### config.mk
export PLATFORM = sky130hd
export DESIGN_NAME = debug_dump_tx
export DESIGN_NICKNAME = d
export VERILOG_FILES = /design/src/rtl/debug_dump_tx.sv
export SDC_FILE = /design/constraint.sdc
export NUM_CORES = 1
export LEC_CHECK = 0
export ABC_AREA = 1
export CAP_MARGIN = 15
export CORE_AREA = 4 4 444 446
export CTS_CLUSTER_DIAMETER = 60
export DETAILED_ROUTE_END_ITERATION = 7
export DIE_AREA = 0 0 448 450
export GPL_ROUTABILITY_DRIVEN = 0
export HOLD_SLACK_MARGIN = 0.1
export PLACE_DENSITY = 0.38
export REMOVE_ABC_BUFFERS = 1
export SLEW_MARGIN = 30
export SYNTH_ARGS = -nofsm -noshare
export SYNTH_HDL_FRONTEND = slang
export SYNTH_SLANG_ARGS = --single-unit
export TNS_END_PERCENT = 5
### constraint.sdc
create_clock -name i_clk -period 5.6 [get_ports i_clk]
set_input_delay 1.12 -clock i_clk [delete_from_list [all_inputs] [get_ports i_clk]]
set_output_delay 1.12 -clock i_clk [all_outputs]
set_load 0.02 [all_outputs]
### src/rtl/debug_dump_tx.sv
// debug_dump_tx: serializes PC, register file, a data-memory window and an
// XOR checksum into a framed byte stream for the UART TX FIFO.
//
// Ports:
//   i_clk, i_rst        clock, synchronous active-high reset
//   i_start             dump request pulse (taken in IDLE only)
//   i_pc                program counter, captured on start
//   i_registers_debug   flat register file, reg i at [i*SIZE +: SIZE]
//   o_mem_addr          data-memory debug word index
//   i_mem_data          data-memory read data, one cycle after address
//   o_tx_data/o_tx_wr   byte and write strobe to the TX FIFO
//   i_tx_full           TX FIFO full, gates o_tx_wr combinationally
//   o_busy, o_done      frame in progress / one-cycle completion pulse
module debug_dump_tx #(
  parameter int          SIZE          = 32,
  parameter int          NUM_REGISTERS = 32,
  parameter int          MEM_WORDS     = 16,
  parameter int          ADDR_WIDTH    = 32,
  parameter logic [7:0]  HEADER        = 8'hA5
) (
  input  logic                       i_clk,
  input  logic                       i_rst,
  input  logic                       i_start,
  input  logic [SIZE-1:0]            i_pc,
  input  logic [NUM_REGISTERS*SIZE-1:0] i_registers_debug,
  output logic [ADDR_WIDTH-1:0]      o_mem_addr,
  input  logic [SIZE-1:0]            i_mem_data,
  output logic [7:0]                 o_tx_data,
  output logic                       o_tx_wr,
  input  logic                       i_tx_full,
  output logic                       o_busy,
  output logic                       o_done
);

  localparam int MAXW =
    (NUM_REGISTERS > MEM_WORDS) ? NUM_REGISTERS : MEM_WORDS;
  localparam int CW = (MAXW < 1) ? 1 : $clog2(MAXW + 1);

  localparam logic [CW-1:0] LAST_REG = CW'(NUM_REGISTERS - 1);
  localparam logic [CW-1:0] LAST_MEM =
    (MEM_WORDS > 0) ? CW'(MEM_WORDS - 1) : '0;

  typedef enum logic [3:0] {
    ST_IDLE,
    ST_HEADER,
    ST_PC,
    ST_REGS,
    ST_MEM_ADDR,
    ST_MEM_WAIT,
    ST_MEM,
    ST_CSUM,
    ST_DONE
  } state_t;

  state_t          state_q, state_d;
  logic [1:0]      byte_q, byte_d;
  logic [CW-1:0]   wcnt_q, wcnt_d;
  logic [SIZE-1:0] word_q, word_d;
  logic [7:0]      csum_q, csum_d;

  logic [SIZE-1:0] reg_word;
  logic [SIZE-1:0] cur_word;
  logic [7:0]      cur_byte;
  logic            emit;
  logic            wr;

  always_ff @(posedge i_clk) begin
    if (i_rst) begin
      state_q <= ST_IDLE;
      byte_q  <= '0;
      wcnt_q  <= '0;
      word_q  <= '0;
      csum_q  <= '0;
    end else begin
      state_q <= state_d;
      byte_q  <= byte_d;
      wcnt_q  <= wcnt_d;
      word_q  <= word_d;
      csum_q  <= csum_d;
    end
  end

  // Registers are read live; the debugger keeps them stable via stall.
  always_comb begin
    reg_word = '0;
    for (int i = 0; i < NUM_REGISTERS; i++) begin
      if (wcnt_q == CW'(i)) begin
        reg_word = i_registers_debug[i*SIZE +: SIZE];
      end
    end
  end

  assign cur_word = (state_q == ST_REGS) ? reg_word : word_q;

  always_comb begin
    unique case (byte_q)
      2'd0:    cur_byte = cur_word[31:24];
      2'd1:    cur_byte = cur_word[23:16];
      2'd2:    cur_byte = cur_word[15:8];
      default: cur_byte = cur_word[7:0];
    endcase
  end

  assign emit = (state_q == ST_HEADER) || (state_q == ST_PC) ||
                (state_q == ST_REGS)   || (state_q == ST_MEM) ||
                (state_q == ST_CSUM);
  assign wr   = emit && !i_tx_full;

  always_comb begin
    state_d    = state_q;
    byte_d     = byte_q;
    wcnt_d     = wcnt_q;
    word_d     = word_q;
    csum_d     = csum_q;
    o_tx_wr    = wr;
    o_tx_data  = 8'h00;
    o_busy     = (state_q != ST_IDLE) && (state_q != ST_DONE);
    o_done     = 1'b0;
    o_mem_addr = '0;

    unique case (state_q)
      ST_IDLE: begin
        if (i_start) begin
          word_d  = i_pc;
          csum_d  = '0;
          byte_d  = '0;
          wcnt_d  = '0;
          state_d = ST_HEADER;
        end
      end
      ST_HEADER: begin
        o_tx_data = HEADER;
        if (wr) state_d = ST_PC;
      end
      ST_PC: begin
        o_tx_data = cur_byte;
        if (wr) begin
          csum_d = csum_q ^ cur_byte;
          byte_d = byte_q + 2'd1;
          if (byte_q == 2'd3) state_d = ST_REGS;
        end
      end
      ST_REGS: begin
        o_tx_data = cur_byte;
        if (wr) begin
          csum_d = csum_q ^ cur_byte;
          byte_d = byte_q + 2'd1;
          if (byte_q == 2'd3) begin
            if (wcnt_q == LAST_REG) begin
              wcnt_d  = '0;
              state_d = (MEM_WORDS == 0) ? ST_CSUM : ST_MEM_ADDR;
            end else begin
              wcnt_d = wcnt_q + 1'b1;
            end
          end
        end
      end
      ST_MEM_ADDR: begin
        o_mem_addr = ADDR_WIDTH'(wcnt_q);
        state_d    = ST_MEM_WAIT;
      end
      ST_MEM_WAIT: begin
        o_mem_addr = ADDR_WIDTH'(wcnt_q);
        word_d     = i_mem_data;
        state_d    = ST_MEM;
      end
      ST_MEM: begin
        o_mem_addr = ADDR_WIDTH'(wcnt_q);
        o_tx_data  = cur_byte;
        if (wr) begin
          csum_d = csum_q ^ cur_byte;
          byte_d = byte_q + 2'd1;
          if (byte_q == 2'd3) begin
            if (wcnt_q == LAST_MEM) begin
              state_d = ST_CSUM;
            end else begin
              wcnt_d  = wcnt_q + 1'b1;
              state_d = ST_MEM_ADDR;
            end
          end
        end
      end
      ST_CSUM: begin
        o_tx_data = csum_q;
        if (wr) state_d = ST_DONE;
      end
      ST_DONE: begin
        o_done  = 1'b1;
        state_d = ST_IDLE;
      end
      default: begin
        state_d = ST_IDLE;
      end
    endcase
  end

endmodule

==> impl_metrics.yaml <==
logic_synthesis:
  yosysTopAreaCellShare_pct: 34.8
  synthAdderAreaFrac_pct: 0.692
  synthMuxAreaShare_pct: 0
  ys_seq_elements: 52
  avgSynthCellArea_um2: 4.62
  synth_area_mm2: 0.0145
  synthSimpleGateAreaFrac_pct: 61.7
  ys_types: 39
  synth-xor-area-share_pct: 0
  syn_inst: 3130
  synth_warnings: 0
  synth-compound-area-share_pct: 16.7
  yosysTopAreaCell: "nand2_1"
  yosysSeqAreaShare_pct: 7.19
  synthTopCellsByArea: "nand2_1, nand3_1, nor2_1, dfxtp_1, a21oi_1"
  synth_top_family_by_area: "simple AND/OR/NAND/NOR gates"
sta:
  layout_setup_ws_ns: -0.704
  max_clock_freq_mhz: 159
  fin_crit_ns: 6.30
  max_slew_margin_pct: 32.2
  fin_tns_setup_ns: -4.93
  hold_slack_ns: 0.469
  worstMarginPinSlew_ns: 1.02
  min_period_over_period_pct: 113
  rsz0062_at_grt: "yes"
  fin_skew_ns: 0.0149
  setup_viol: 8
  hold_viol_final: 0
  maxSlewViolCount: 0
drt:
  wl_mm: 174
  drtIter0Drc: 1982
  drt_pass1_iterations: 7
  num_vias: 26100
  drcViolationCount: 0
  routed_via_density: 3.74
  post_drt_wl_per_cell_um: 24.9
  ant_nets: 0
worst_setup_path:
  crit_buf_inv: 4
  required_ns: 4.48
  path_max_fanout: 3
  r2r_slack_ns: 0.65
  end_kind: "output pin"
  cp.arrival_ns: 5.18
  cpPeakStageDelay_ns: 0.42
  critPathSlowestCell: "clkdlybuf4s50_1"
  cp-start-kind: "input port"
  path_common_cell: "nand2_2"
  cp_top_family: "simple AND/OR/NAND/NOR gates"
  crit_type: "in2out"
power:
  seqPwrFrac_pct: 7.7
  p_leak_uw: 0.0143
  clock_power_share_pct: 5.4
  power_uw: 7620
  irDropWorstVdd_mv: 0.124
  power_density_mw_per_mm2: 223
  power.switching_uw: 4070
  p_int_uw: 3560
  swShare_pct: 53.3
  comb_power_share_pct: 86.9
clocking:
  max-clock-path-buffers: 2
  cts_inserted_buffers: 5
  path_clk_slew_ns: 0.08
  clock_sinks: 52
  clockRootBuffer: "clkbuf_16"
  cts_max_level: 2
  clkLatencyLatePin_ns: 0.34
  cts_tree: "yes"
floorplan:
  start_util_pct: 7.51
  die_w_um: 448
  row_count: 161
  dieArea_mm2: 0.202
  die_h_um: 450
  io_pins: 1135
  core_area_mm2: 0.193
global_route:
  grt_max_degree: 65
  antenna_found_initial: 61
  grt_first_pass_wirelength_mm: 226
  overflow: 0
  track_usage_pct: 16.2
  grt_pass1_vias: 26100
finish:
  fillers: 22400
  multiInputGateArea_mm2: 0.0136
  stdcell_area_mm2: 0.0342
  regArea_mm2: 0.00105
  fin_nets: 5512
  drive_gt1_share_pct: 22.1
  final_cell_mix: "nand2_1, clkdlybuf4s50_1, nor2_1, buf_4, inv_1"
  layout-area-overhead-vs-synth_pct: 137
  final_util_pct: 17.8
  layout_commonest_cell: "nand2_1"
outcome:
  violations: "negative setup slack"
  outcome: "finished with violations"
worst_hold_path:
  hold_path_class: "reg2reg"
placement:
  placed_area_mm2: 0.0313
  dp_hpwl_mm: 151
  portBuffers: 1108
job:
  drv_cap: 0
==> cells by family after synthesis <==
group                      after synthesis
and+or+nand+nor                       2136
buffers and inverters                  479
AOI/OAI and AO/OA                      454
DFF                                     52
adders and majority gates                8
other                                    1
==> registers in the layout (all words and copies together), names as in the netlist <==
name	cells
wcnt_q	6
state_q	4
word_q	32
csum_q	8
byte_q	2
==> per-layer routing <==
metal | track usage [%] | up-vias | routed length (µm)
li1 | - | 12500 | -
met1 | 17.4 | 12500 | 63700
met2 | 31.7 | 987 | 94900
met3 | 2.59 | 173 | 9600
met4 | 5.36 | 18 | 5440
met5 | 0 | - | 119
==> power by group through the flow <==
stage / combinational, µW / clock (µW) / sequential, µW
5_1_grt: 7180 / 434 / 600
3_5_place_dp: 5880 / 0 / 593
2_1_floorplan: 1960 / 0 / 542
4_1_cts: 6370 / 424 / 587
3_3_place_gp: 5900 / 0 / 591
6_report: 6630 / 414 / 584
==> per-stage QoR <==
stage / cells / worst slack [ns]
6_report: 6983 / -0.704
3_5_place_dp: 6886 / -1.62
5_1_grt: 6972 / -0.948
3_3_place_gp: 6886 / -1.65
4_1_cts: 6918 / -0.809
2_1_floorplan: 2933 / -0.494
==> path summary, 6_finish.rpt <==
kind / start / endpoint / cells after the start
hold / removal: csum_q[4] / csum_q[4] / 2
hold reg to reg: csum_q[4] / csum_q[4] / 2
setup reg to reg: wcnt_q[2] / csum_q[5] / 44
setup / recovery: i_registers_debug[58] / o_tx_data[2] / 40
==> tightest hold or removal path, delay by kind of cell (launching register included) <==
kind	cells	cell delay, ns
flip-flops	1	0.31
AND/OR/NAND/NOR	1	0.06
AO/OA/AOI/OAI	1	0.05
==> synthesized netlist by cell type, drive strengths merged <==
master and n:
nand2 1341, nor2 315, nand3 300, inv 253, a21oi 190, o21ai 189
clkbuf 144, or2 126, buf 78, dfxtp 52, a31oi 36, nand4 34
o211ai 25, nand3b 14, ha 8, a211oi 4, clkinv 4, nor3 4
o22ai 4, a21o 2, a21boi 1, a311oi 1, and2 1, conb 1
nor3b 1, o21bai 1, o221ai 1
==> what timing repair did <==
action	4_1_cts	5_1_grt
hold buffers	0	0
gates resized for setup	264	334
setup endpoints to repair	12	8
buffers inserted	23	26
cloned	4	2
pin swaps	70	238
endpoints found under the hold margin	0	0
==> cell type report <==
| cell class | count | share of cell area, % |
|---|---|---|
| timing repair buffer | 1472 | 44.3 |
| multi-input combinational | 2624 | 39.7 |
| tap | 2526 | 9.24 |
| sequential | 52 | 3.07 |
| inverter | 257 | 2.87 |
| clock buffer | 5 | 0.366 |
| antenna | 44 | 0.322 |
| clock inverter | 3 | 0.135 |
(Power assumes the default switching activity.)
